--- src/rtl/rom_burst_reader_if.sv ---
// rom_burst_reader_if: valid/ready beat stream carrying ROM words.
// master drives valid/data/addr/last and samples ready; slave is the sink.
interface rom_burst_reader_if #(
    parameter int DATA_W = 16,
    parameter int ADDR_W = 4
);
    logic              out_valid;
    logic              out_ready;
    logic [DATA_W-1:0] out_data;
    logic [ADDR_W-1:0] out_addr;
    logic              out_last;

    modport master (
        output out_valid,
        output out_data,
        output out_addr,
        output out_last,
        input  out_ready
    );

    modport slave (
        input  out_valid,
        input  out_data,
        input  out_addr,
        input  out_last,
        output out_ready
    );
endinterface

--- src/rtl/rom_burst_reader.sv ---
// rom_burst_reader: pattern ROM streaming a burst of consecutive words.
// Ports: clk, rst_n, start/start_addr/burst_len command, busy, done,
//        out_if (master): out_valid/out_ready/out_data/out_addr/out_last.
module rom_burst_reader #(
    parameter int DATA_W  = 16,
    parameter int ADDR_W  = 4,
    parameter int LEN_W   = 5,
    parameter int PATTERN = 0
) (
    input  logic              clk,
    input  logic              rst_n,
    input  logic              start,
    input  logic [ADDR_W-1:0] start_addr,
    input  logic [LEN_W-1:0]  burst_len,
    output logic              busy,
    output logic              done,
    rom_burst_reader_if.master out_if
);
    localparam int DEPTH = 2 ** ADDR_W;

    typedef enum logic {
        IDLE,
        STREAM
    } state_e;

    // Word content for address a; DEPTH may exceed DATA_W, hence the mod.
    function automatic logic [DATA_W-1:0] rom_word(int a);
        logic [DATA_W-1:0] w;
        int                b;
        w = '0;
        b = a % DATA_W;
        if (PATTERN == 0) begin
            w[b] = 1'b1;
        end else if (PATTERN == 1) begin
            for (int i = 0; i < DATA_W; i++) begin
                w[i] = (i <= b);
            end
        end else begin
            w = DATA_W'(a);
        end
        return w;
    endfunction

    logic [DATA_W-1:0] rom [DEPTH];

    for (genvar g = 0; g < DEPTH; g++) begin : g_rom
        assign rom[g] = rom_word(g);
    end

    state_e            state_q, state_d;
    logic [ADDR_W-1:0] addr_q, addr_d;
    logic [LEN_W-1:0]  rem_q, rem_d;
    logic [DATA_W-1:0] data_q, data_d;
    logic              last_q, last_d;
    logic              done_q, done_d;
    logic [ADDR_W-1:0] nxt_addr;

    // Natural ADDR_W overflow gives the DEPTH-1 -> 0 wrap.
    assign nxt_addr = addr_q + 1'b1;

    always_comb begin
        state_d = state_q;
        addr_d  = addr_q;
        rem_d   = rem_q;
        data_d  = data_q;
        last_d  = last_q;
        done_d  = 1'b0;
        unique case (state_q)
            IDLE: begin
                if (start) begin
                    if (burst_len != '0) begin
                        state_d = STREAM;
                        addr_d  = start_addr;
                        rem_d   = burst_len;
                        data_d  = rom[start_addr];
                        last_d  = (burst_len == LEN_W'(1));
                    end else begin
                        done_d = 1'b1;
                    end
                end
            end
            STREAM: begin
                if (out_if.out_ready) begin
                    if (rem_q == LEN_W'(1)) begin
                        state_d = IDLE;
                        rem_d   = '0;
                        last_d  = 1'b0;
                        done_d  = 1'b1;
                    end else begin
                        addr_d = nxt_addr;
                        rem_d  = rem_q - 1'b1;
                        data_d = rom[nxt_addr];
                        last_d = (rem_q == LEN_W'(2));
                    end
                end
            end
            default: state_d = IDLE;
        endcase
    end

    always_ff @(posedge clk or negedge rst_n) begin
        if (!rst_n) begin
            state_q <= IDLE;
            addr_q  <= '0;
            rem_q   <= '0;
            data_q  <= '0;
            last_q  <= 1'b0;
            done_q  <= 1'b0;
        end else begin
            state_q <= state_d;
            addr_q  <= addr_d;
            rem_q   <= rem_d;
            data_q  <= data_d;
            last_q  <= last_d;
            done_q  <= done_d;
        end
    end

    assign out_if.out_valid = (state_q == STREAM);
    assign out_if.out_data  = data_q;
    assign out_if.out_addr  = addr_q;
    assign out_if.out_last  = last_q;
    assign busy             = (state_q == STREAM);
    assign done             = done_q;
endmodule

--- src/flat_wrapper.sv ---
// flat-port wrapper written by rule: the top's interface ports become plain ports
module rom_burst_reader_flat 
#(
    parameter int DATA_W  = 16,
    parameter int ADDR_W  = 4,
    parameter int LEN_W   = 5,
    parameter int PATTERN = 0
)
  (clk, rst_n, start, start_addr, burst_len, busy, done, out_if_out_valid, out_if_out_data, out_if_out_addr, out_if_out_last, out_if_out_ready);
  rom_burst_reader_if #(.DATA_W(DATA_W), .ADDR_W(ADDR_W)) out_if_i ();
  input  logic clk;
  input  logic rst_n;
  input  logic start;
  input  logic [ADDR_W-1:0] start_addr;
  input  logic [LEN_W-1:0] burst_len;
  output logic busy;
  output logic done;
  output wire logic [$bits(out_if_i.out_valid)-1:0] out_if_out_valid;
  output wire logic [$bits(out_if_i.out_data)-1:0] out_if_out_data;
  output wire logic [$bits(out_if_i.out_addr)-1:0] out_if_out_addr;
  output wire logic [$bits(out_if_i.out_last)-1:0] out_if_out_last;
  input wire logic [$bits(out_if_i.out_ready)-1:0] out_if_out_ready;
  assign out_if_out_valid = out_if_i.out_valid;
  assign out_if_out_data = out_if_i.out_data;
  assign out_if_out_addr = out_if_i.out_addr;
  assign out_if_out_last = out_if_i.out_last;
  assign out_if_i.out_ready = out_if_out_ready;
  rom_burst_reader #(.DATA_W(DATA_W), .ADDR_W(ADDR_W), .LEN_W(LEN_W), .PATTERN(PATTERN)) u_core (.clk(clk), .rst_n(rst_n), .start(start), .start_addr(start_addr), .burst_len(burst_len), .busy(busy), .done(done), .out_if(out_if_i));
endmodule
--- config.mk ---
export PLATFORM = sky130hd
export DESIGN_NAME = rom_burst_reader_flat
export DESIGN_NICKNAME = d
export VERILOG_FILES = /design/src/rtl/rom_burst_reader_if.sv /design/src/rtl/rom_burst_reader.sv /design/src/flat_wrapper.sv
export SDC_FILE = /design/constraint.sdc
export NUM_CORES = 1
export LEC_CHECK = 0
export ABC_AREA = 1
export CORE_ASPECT_RATIO = 1.1
export CORE_MARGIN = 4
export CORE_UTILIZATION = 25
export CTS_CLUSTER_SIZE = 16
export DETAILED_ROUTE_END_ITERATION = 8
export MAX_ROUTING_LAYER = met4
export SYNTH_ARGS = -nofsm -noshare
export SYNTH_HDL_FRONTEND = slang
export SYNTH_SLANG_ARGS = --single-unit
export TNS_END_PERCENT = 50
--- constraint.sdc ---
create_clock -name clk -period 1.7 [get_ports clk]
set_clock_uncertainty 0.1 [all_clocks]
set_input_delay 0.255 -clock clk [delete_from_list [all_inputs] [get_ports clk]]
set_output_delay 0.255 -clock clk [all_outputs]
set_load 0.05 [all_outputs]
==> flow_metrics.py, run 1 <==
metrics = {
    "setup_path": {
        "crit_required_ns": 1.83,
        "crit_chain": "buf_4 -> nor2_1 -> nand2_1 -> nand2_1 -> nand2_1 -> nand2_1",
        "critical_path_buf_inv_count": 1,
        "slowest_stage": "nor2_1",
        "crit_path_max_fanout": 13,
        "slowest_delay_ns": 0.47,
        "cp-start-kind": "register",
        "r2r_slack_ns": 0.15,
        "cp_common_cell": "nand2_1",
        "path_delay_family": "simple AND/OR/NAND/NOR gates",
        "worst_setup_path_end_kind": "register",
        "crit_arrival_ns": 1.67,
        "crit_type": "reg2reg",
    },
    "clock_tree": {
        "clockRootBuffer": "clkbuf_8",
        "cts_tree": "yes",
        "insertion_delay_ns": 0.28,
        "htreeDepth": 1,
        "cts.sinks": 28,
        "post_cts_buffers": 0,
        "clock_path_buffers": 2,
        "numCtsBuffers": 3,
        "holdBufCountCts": 0,
        "clk_pin_slew_worst_paths_ns": 0.10,
        "ctsResizeCount": 0,
    },
    "route": {
        "ant_nets": 0,
        "vias": 1789,
        "via_per_inst": 4.439,
        "wl_um": 4765,
        "wl_per_cell_um": 11.82,
        "detail_route.drc_violations": 0,
        "drtIter0Drc": 153,
        "dr.pass1.iters": 4,
    },
    "synthesis": {
        "syn_nets": 292,
        "syn_inst": 271,
        "synth_area_per_cell_sq_um": 6.639,
        "synth-seq-cells": 28,
        "yosysUniqueCellTypes": 21,
        "synth-warning-count": 0,
        "synth_area_leader_cell": "dfrtp_1",
        "seq_area_frac_synth_pct": 38.94,
        "yosys.area.top_type_share_pct": 38.94,
        "synth_area_leaders": "dfrtp_1 (39%), nand2_1 (30%), ha_1 (5.6%), inv_1 (4.6%), nand3_1 (4.2%)",
        "synth_area_sq_um": 1799,
    },
    "power": {
        "pwr_density_cell_nw_per_um2": 2029,
        "vdd_drop_max_mv": 1.010,
        "power_leakage_nw": 1.333,
    },
    "grt": {
        "grt_pass1_wl_um": 8493,
        "gr-usage-all-layers_pct": 12.38,
        "grt_overflow": 0,
        "grt_start_max_net_pins": 29,
        "antenna_found_initial": 0,
        "first_global_vias": 1853,
    },
    "final_layout": {
        "drive_gt1_share_pct": 16.67,
        "final_util_pct": 34.73,
        "insertedDiodeCount": 0,
        "final_cell_area_sq_um": 2434,
        "syn2layout_area_growth_pct": 35.26,
        "layout.nets": 340,
        "stdcell_count": 403,
    },
    "placement": {
        "dp_hpwl_um": 3473,
        "gp_congestion": 0.8853,
        "placed_cell_area_sq_um": 2357,
        "dp_cells": 399,
        "io_buffer_count": 36,
        "place_ws_ns": -0.001844,
    },
    "job": {
        "drv_cap": 0,
    },
    "floorplanning": {
        "dieArea_sq_um": 8620,
        "die_x_um": 88.89,
        "coreArea_sq_um": 7007,
        "die_h_um": 96.98,
        "start_util_pct": 25.68,
        "std_cell_rows": 32,
        "ios": 37,
    },
    "sta": {
        "tightestPinTransition_ns": 0.5900,
        "slew_headroom_pct": 60.52,
        "final_max_slew_viol_count": 0,
        "finalWorstSetupSlack_ns": 0.1534,
        "fmax_mhz": 646.6,
        "setup_viol": 0,
        "hold_ws_ns": 0.2404,
        "fin_crit_sh_pct": 90.98,
        "rsz0062_at_grt": "false",
        "finalHoldViolCount": 0,
        "period_minus_slack_ns": 1.547,
    },
    "outcome": {
        "status": "complete, no violations",
    },
    "worst_hold_path": {
        "hold_path_class": "in2async",
    },
}
## cell families (layout without fill, tap and decap cells)
| kind of cell | after synthesis | after routing | synth area share (%) |
|---|---|---|---|
| simple gates | 189 | 189 | 42.70 |
| xor+xnor | 1 | 1 | 0.4869 |
| fa+ha+maj | 8 | 8 | 5.564 |
| compound gates | 14 | 14 | 4.173 |
| flops | 28 | 28 | 38.94 |
| buf+inv | 31 | 78 | 8.136 |
## cells in the final DEF (no fill, tap or decap)
cell type        count
buf_12               8
nand2_1            144
dfrtp_1             25
inv_2                2
nand2_4              1
xnor2_1              1
o21ai_0             10
buf_4               30
a21oi_2              1
o22ai_1              1
nor3_1               8
clkbuf_8             3
nand2_2              2
nand3_1             15
nand4_1              5
ha_1                 8
dfrtp_2              3
nor2_1              12
inv_1               22
a21oi_1              1
bufinv_16            1
or2_1                1
o21ai_2              1
nor2_2               1
clkdlybuf4s50_1     12
## through the flow
stage / power (mW) / TNS [ns]
2_1_floorplan: 3.267 / 0
3_3_place_gp: 4.366 / 0
3_5_place_dp: 4.408 / -0.001844
4_1_cts: 4.981 / 0
5_1_grt: 5.393 / 0
6_report: 4.938 / 0
## cell type report
type / count / area (sq um)
Fill cell: 753 / 4573
Sequential cell: 28 / 704.4
Timing Repair Buffer: 50 / 505.5
Multi-Input combinational cell: 212 / 955.9
Clock inverter: 1 / 30.03
Tap cell: 85 / 106.4
Inverter: 24 / 90.09
Clock buffer: 3 / 41.29
## state kept, by name (all words and copies together), names as in the netlist
name	count
u_core.out_if.out_data	16
u_core.rem_q	5
u_core.out_if.out_addr	4
u_core.busy	1
u_core.done	1
u_core.out_if.out_last	1
## synthesized netlist by cell type (all sizes together)
library cell,count
dfrtp,28
o22ai,1
nand3,15
nor3,8
buf,6
o21ai,11
nor2,13
a21oi,2
nand2,147
or2,1
xnor2,1
ha,8
clkbuf,1
nand4,5
inv,24
## final timing paths
path	start	endpoint	cells past startpoint
worst max-delay path	u_core.busy$_DFF_PN0_	u_core.out_if.out_data[5]$_DFFE_PN0P_	6
worst min-delay path	rst_n	u_core.rem_q[3]$_DFFE_PN0P_	2
worst max register to register	u_core.busy$_DFF_PN0_	u_core.out_if.out_data[5]$_DFFE_PN0P_	6
worst min register to register	u_core.out_if.out_data[8]$_DFFE_PN0P_	u_core.out_if.out_data[8]$_DFFE_PN0P_	2
max in group asynchronous	rst_n	u_core.out_if.out_addr[0]$_DFFE_PN0P_	2
min in group clk	u_core.out_if.out_data[8]$_DFFE_PN0P_	u_core.out_if.out_data[8]$_DFFE_PN0P_	2
## report_power, final
group          internal, mW  switching, mW  total (mW)
Clock                 0.316          0.229       0.545
Sequential            0.935          0.192        1.13
Combinational          1.17           2.10        3.27
Total                  2.42           2.52        4.94
## metal layers
layer	up-vias	GRT usage, %	wire (um)
met3	5	1.959	224
met2	33	20.23	2273
met1	822	15.82	2216
li1	929	-	-
met4	0	3.023	50
met5	-	-	0
## worst reg2reg max path: stages, from the launching register on
cell and delay (ns):
dfrtp_1 0.40, buf_4 0.20, nor2_1 0.48, nand2_1 0.11
nand2_1 0.09, nand2_1 0.05, nand2_1 0.06
No activity file was read; power rests on OpenSTA's default activity.
==> run 2, diff against run 1 <==
--- a/config.mk
+++ b/config.mk
@@ -6,8 +6,9 @@
 export NUM_CORES = 1
 export LEC_CHECK = 0
 export ABC_AREA = 1
+export CAP_MARGIN = 20
 export CORE_ASPECT_RATIO = 1.1
-export CORE_MARGIN = 4
+export CORE_MARGIN = 2
 export CORE_UTILIZATION = 25
 export CTS_CLUSTER_SIZE = 16
 export DETAILED_ROUTE_END_ITERATION = 8
==> flow_metrics.py, run 2 (synthesized netlist as in run 1, its figures left out) <==
metrics = {
    "power": {
        "vdd_drop_max_mv": 1.129,
        "power_leakage_nw": 1.343,
        "switching_share_pct": 50.57,
        "p_int_mw": 2.429,
        "p_seq_share_pct": 23.1,
        "pwr_density_cell_nw_per_um2": 2008,
        "clockPowerShare_pct": 10.9,
        "combPwrFrac_pct": 66.0,
        "switchingPower_mw": 2.485,
    },
    "outcome": {
        "status": "complete, no violations",
    },
    "floorplanning": {
        "die_x_um": 84.89,
        "coreArea_sq_um": 7007,
        "start_util_pct": 25.68,
        "ios": 37,
        "std_cell_rows": 32,
        "die_h_um": 92.98,
        "dieArea_sq_um": 7892,
    },
    "sta": {
        "rsz0062_at_grt": "true",
        "setup_viol": 0,
        "final_max_slew_viol_count": 0,
        "slew_headroom_pct": 59.69,
        "period_minus_slack_ns": 1.557,
        "tightestPinTransition_ns": 0.6025,
        "finalHoldViolCount": 0,
        "fmax_mhz": 642.1,
        "tns_ns": 0,
        "fin_crit_sh_pct": 91.61,
    },
    "route": {
        "ant_nets": 0,
        "dr.pass1.iters": 4,
        "wl_um": 4511,
        "drtIter0Drc": 98,
        "via_per_inst": 4.415,
        "vias": 1788,
        "wl_per_cell_um": 11.14,
        "detail_route.drc_violations": 0,
    },
    "setup_path": {
        "crit_required_ns": 1.83,
        "crit_path_max_fanout": 5,
        "cp-start-kind": "register",
        "crit_type": "reg2reg",
        "crit_arrival_ns": 1.69,
        "worst_setup_path_end_kind": "register",
    },
    "clock_tree": {
        "numCtsBuffers": 3,
        "clockRootBuffer": "clkbuf_8",
        "clk_pin_slew_worst_paths_ns": 0.10,
        "htreeDepth": 1,
        "clock_path_buffers": 2,
        "cts.sinks": 28,
        "cts_tree": "yes",
        "holdBufCountCts": 0,
        "insertion_delay_ns": 0.28,
    },
    "final_layout": {
        "drive_gt1_share_pct": 16.88,
        "mostFrequentLayoutCell": "nand2_1",
        "n_fill_cell": 755,
        "final_util_pct": 34.93,
        "final_cell_mix": "nand2_1 (144), buf_4 (32), dfrtp_1 (26)",
        "insertedDiodeCount": 0,
        "syn2layout_area_growth_pct": 36.02,
        "largest_reg_flops": 16,
        "layout.nets": 342,
    },
    "placement": {
        "dp_hpwl_um": 3328,
        "io_buffer_count": 36,
        "gp_congestion": 0.8311,
    },
    "worst_hold_path": {
        "hold_path_class": "in2async",
    },
    "grt": {
        "antenna_found_initial": 0,
        "grt_pass1_wl_um": 7755,
        "gr-usage-all-layers_pct": 12.24,
        "first_global_vias": 1708,
        "grt_overflow": 0,
        "grt_start_max_net_pins": 29,
    },
    "job": {
        "drv_cap": 0,
    },
}
-- run 2: changes by cell type in the layout (fill, tap and decap cells not counted) --
cell	previous run	this run
dfrtp_1	25	26
dfrtp_2	3	2
buf_4	30	32
-- run 2: timing repair --
| action | in CTS | in global routing |
|---|---|---|
| endpoints found under the setup margin | 0 | 5 |
| resized for setup | 0 | 1 |
| setup buffers | 0 | 0 |
| endpoints found under the hold margin | 0 | 0 |
-- run 2: routing by layer --
layer / vias to the layer above / wire (um) / global-route usage (%)
li1: 936 / - / -
met1: 804 / 2152 / 15.69
met2: 44 / 2086 / 20.14
met3: 4 / 247 / 2.207
met4: 0 / 25 / 3.042
met5: - / 0 / -
-- run 2: power groups by stage --
stage	registers, mW	clock network [mW]	logic (mW)
after floorplan	1.85	0	1.41
after global placement	1.15	0	3.23
after detailed placement	1.15	0	3.25
after CTS	1.14	0.560	3.26
after global routing	1.18	0.581	3.58
final	1.13	0.536	3.24
-- run 2: worst paths after layout --
| path | depth (start not counted) | slack (ns) | end | start |
|---|---|---|---|---|
| min | 2 | 0.24 | u_core.done$_DFF_PN0_ | rst_n |
| min in group clk | 2 | 0.39 | u_core.out_if.out_data[8]$_DFFE_PN0P_ | u_core.out_if.out_data[8]$_DFFE_PN0P_ |
| max in group asynchronous | 2 | 0.96 | u_core.out_if.out_addr[1]$_DFFE_PN0P_ | rst_n |
| max reg2reg | 8 | 0.14 | u_core.out_if.out_data[10]$_DFFE_PN0P_ | u_core.out_if.out_addr[1]$_DFFE_PN0P_ |
| min reg2reg | 2 | 0.39 | u_core.out_if.out_data[8]$_DFFE_PN0P_ | u_core.out_if.out_data[8]$_DFFE_PN0P_ |
| max | 8 | 0.14 | u_core.out_if.out_data[10]$_DFFE_PN0P_ | u_core.out_if.out_addr[1]$_DFFE_PN0P_ |
-- run 2: cell type report --
cell class	count	area, sq um	area share, %
clock buffer	3	41.29	1.687
clock inverter	1	30.03	1.227
inverter	24	90.09	3.681
multi-input combinational	212	955.9	39.06
sequential	28	703.2	28.73
tap	85	106.4	4.346
timing repair buffer	52	520.5	21.27
-- run 2: worst max-delay path, stage by stage, from the launching register on --
cell and delay (ns):
dfrtp_2 0.45, ha_1 0.23, nand2_1 0.08, nand3_1 0.17, nor2_1 0.19, nand2_1 0.08
nand2_1 0.10, nand2_1 0.06, nand2_1 0.05
-- run 2: per-stage QoR --
| step | cell area [sq um] | hold WS, ns | power [mW] | cells | setup slack, ns |
|---|---|---|---|---|---|
| floorplan | 1802 | -0.1406 | 3.267 | 271 | 0.04517 |
| global placement | 2372 | 0.3691 | 4.374 | 401 | 0.02642 |
| detailed placement | 2372 | 0.3694 | 4.395 | 401 | -0.002876 |
| CTS | 2444 | 0.2554 | 4.957 | 405 | 0.1274 |
| global route | 2447 | 0.2789 | 5.341 | 405 | -0.005952 |
| finish | 2447 | 0.2422 | 4.914 | 405 | 0.1427 |
==> run 3, diff against run 2 <==
--- a/config.mk
+++ b/config.mk
@@ -5,11 +5,11 @@
 export SDC_FILE = /design/constraint.sdc
 export NUM_CORES = 1
 export LEC_CHECK = 0
-export ABC_AREA = 1
+export ABC_AREA = 0
 export CAP_MARGIN = 20
-export CORE_ASPECT_RATIO = 1.1
 export CORE_MARGIN = 2
 export CORE_UTILIZATION = 25
+export CTS_CLUSTER_DIAMETER = 30
 export CTS_CLUSTER_SIZE = 16
 export DETAILED_ROUTE_END_ITERATION = 8
 export MAX_ROUTING_LAYER = met4
==> flow_metrics.py, run 3 <==
metrics = {
    "synthesis": {
        "synth_area_leader_cell": "dfrtp_1",
        "ys_top_cells_by_count": "dfrtp_1 (28), nand2_1 (21), o21ai_0 (16)",
        "yosys_most_used_dff": "dfrtp_1",
        "seq_area_frac_synth_pct": 38.28,
        "synth_edf_count": 0,
        "synth-seq-cells": 28,
        "yosys.area.top_type_share_pct": 38.28,
        "synth_most_common_cell": "dfrtp_1",
        "yosysUniqueCellTypes": 48,
        "syn_nets": 208,
        "ys_async_sr_fraction_pct": 100.0,
        "synth-warning-count": 0,
        "synth_area_leaders": "dfrtp_1 (38%), mux2_2 (6.2%), ha_1 (5.5%), o21ai_0 (4.4%), nand2_1 (4.3%)",
        "syn_inst": 187,
        "synth_area_per_cell_sq_um": 9.789,
        "synth_area_sq_um": 1831,
    },
    "setup_path": {
        "critical_path_buf_inv_count": 3,
        "path_delay_family": "buffers and inverters",
        "crit_arrival_ns": 1.83,
        "crit_type": "reg2reg",
        "crit_required_ns": 1.77,
        "cp-start-kind": "register",
        "slowest_stage": "dfrtp_1",
        "crit_path_max_fanout": 7,
        "crit_chain": "inv_2 -> ha_4 -> nor4b_4 -> buf_4 -> o21ai_4 -> buf_12 -> mux2_4",
        "slowest_delay_ns": 0.40,
        "worst_setup_path_end_kind": "register",
    },
    "final_layout": {
        "layout.nets": 309,
        "largest_reg_flops": 16,
        "mostFrequentLayoutCell": "buf_4",
        "n_fill_cell": 700,
        "stdcell_count": 386,
        "final_cell_mix": "buf_4 (80), dfrtp_1 (23), nand2_1 (20)",
        "insertedDiodeCount": 0,
        "syn2layout_area_growth_pct": 67.26,
        "drive_gt1_share_pct": 51.22,
    },
    "outcome": {
        "violations": "negative setup slack",
        "status": "finished, violations left",
    },
    "route": {
        "ant_nets": 0,
        "via_per_inst": 4.845,
        "vias": 1870,
        "wl_um": 5496,
        "drtIter0Drc": 112,
        "wl_per_cell_um": 14.24,
        "dr.pass1.iters": 6,
        "detail_route.drc_violations": 0,
    },
    "sta": {
        "slew_headroom_pct": 72.77,
        "fmax_mhz": 568.1,
        "fin_crit_sh_pct": 103.5,
        "finalWorstSetupSlack_ns": -0.06014,
        "period_minus_slack_ns": 1.760,
        "final_max_slew_viol_count": 0,
        "setup_viol": 19,
        "rsz0062_at_grt": "true",
        "tightestPinTransition_ns": 0.4085,
        "finalHoldViolCount": 0,
        "hold_ws_ns": 0.2520,
    },
    "worst_hold_path": {
        "hold_path_class": "in2async",
    },
    "placement": {
        "io_buffer_count": 36,
        "dp_cells": 369,
        "dp_hpwl_um": 3954,
        "gp_congestion": 0.8734,
    },
    "grt": {
        "antenna_found_initial": 0,
        "first_global_vias": 1861,
        "gr-usage-all-layers_pct": 14.55,
        "grt_start_max_net_pins": 29,
        "grt_pass1_wl_um": 8838,
        "grt_overflow": 0,
    },
    "clock_tree": {
        "clk_pin_slew_worst_paths_ns": 0.10,
        "numCtsBuffers": 3,
        "insertion_delay_ns": 0.28,
        "clock_path_buffers": 2,
        "cts.sinks": 28,
        "clockRootBuffer": "clkbuf_8",
        "cts_tree": "yes",
        "holdBufCountCts": 0,
        "htreeDepth": 1,
    },
    "floorplanning": {
        "std_cell_rows": 31,
        "coreArea_sq_um": 7176,
        "die_h_um": 89.57,
        "die_x_um": 89.57,
        "dieArea_sq_um": 8023,
        "start_util_pct": 25.51,
        "ios": 37,
    },
    "power": {
        "vdd_drop_max_mv": 0.8603,
        "total_power_mw": 6.275,
        "power_leakage_nw": 1.371,
        "pwr_density_cell_nw_per_um2": 2050,
    },
    "job": {
        "drv_cap": 0,
    },
}
[run 3: area by class of cell]
type	count	area [sq um]	area share [%]
Multi-Input combinational cell	144	1220	39.84
Timing Repair Buffer	103	904.6	29.55
Sequential cell	28	709.4	23.17
Tap cell	99	123.9	4.046
Clock buffer	3	41.29	1.349
Inverter	8	32.53	1.063
Clock inverter	1	30.03	0.9808
[run 3: kinds of logic (layout without fill, tap and decap cells)]
| kind of cell | Yosys count | after routing | synth area share (%) |
|---|---|---|---|
| AOI/OAI and AO/OA | 54 | 55 | 22.28 |
| xor gates and xnor gates | 1 | 1 | 0.4786 |
| adders and majority gates | 8 | 8 | 5.468 |
| buffers and inverters | 16 | 115 | 4.033 |
| DFF | 28 | 28 | 38.28 |
| muxes | 16 | 16 | 10.25 |
| and+or+nand+nor | 64 | 64 | 19.21 |
[run 3: stage by stage]
step | TNS [ns] | util, % | instance area [sq um] | setup slack [ns]
6_report | -0.5035 | 42.67 | 3062 | -0.06014
5_1_grt | -1.725 | 42.67 | 3062 | -0.1098
4_1_cts | -0.2167 | 41.26 | 2960 | -0.03680
3_5_place_dp | -11.97 | 38.01 | 2728 | -0.5235
3_3_place_gp | -11.19 | 38.01 | 2728 | -0.4859
2_1_floorplan | -1.561 | - | 1872 | -0.1286
[run 3: repair_timing]
action,in CTS,in global routing
cloned,1,0
endpoints found under the setup margin,26,27
resized for setup,23,28
setup buffers,9,4
pin swaps,7,5
[run 3: layer usage]
layer / part of all wire, % / vias to the layer above / global-route usage [%] / routed length (um)
li1: - / 916 / - / -
met1: 44 / 900 / 18.14 / 2429
met2: 51 / 50 / 25.33 / 2819
met3: 4.1 / 4 / 2.468 / 224
met4: 0.42 / 0 / 1.900 / 23
met5: 0 / - / - / 0
[run 3: path summary, 6_finish.rpt]
path / slack [ns] / startpoint / depth (start not counted) / end
max: -0.06 / u_core.rem_q[1]$_DFFE_PN0P_ / 7 / u_core.out_if.out_data[9]$_DFFE_PN0P_
min: 0.25 / rst_n / 2 / u_core.out_if.out_data[2]$_DFFE_PN0P_
max reg2reg: -0.06 / u_core.rem_q[1]$_DFFE_PN0P_ / 7 / u_core.out_if.out_data[9]$_DFFE_PN0P_
min reg2reg: 0.39 / u_core.out_if.out_last$_DFFE_PN0P_ / 2 / u_core.out_if.out_last$_DFFE_PN0P_
max in group asynchronous: 0.94 / rst_n / 2 / u_core.out_if.out_addr[0]$_DFFE_PN0P_
min in group clk: 0.33 / burst_len[2] / 4 / u_core.rem_q[2]$_DFFE_PN0P_
[run 3: report_power, final]
group	switching, mW	internal, mW	leakage, nW
sequential	0.316	0.968	0.355
clock	0.220	0.315	0.0357
combinational	2.34	2.12	0.980
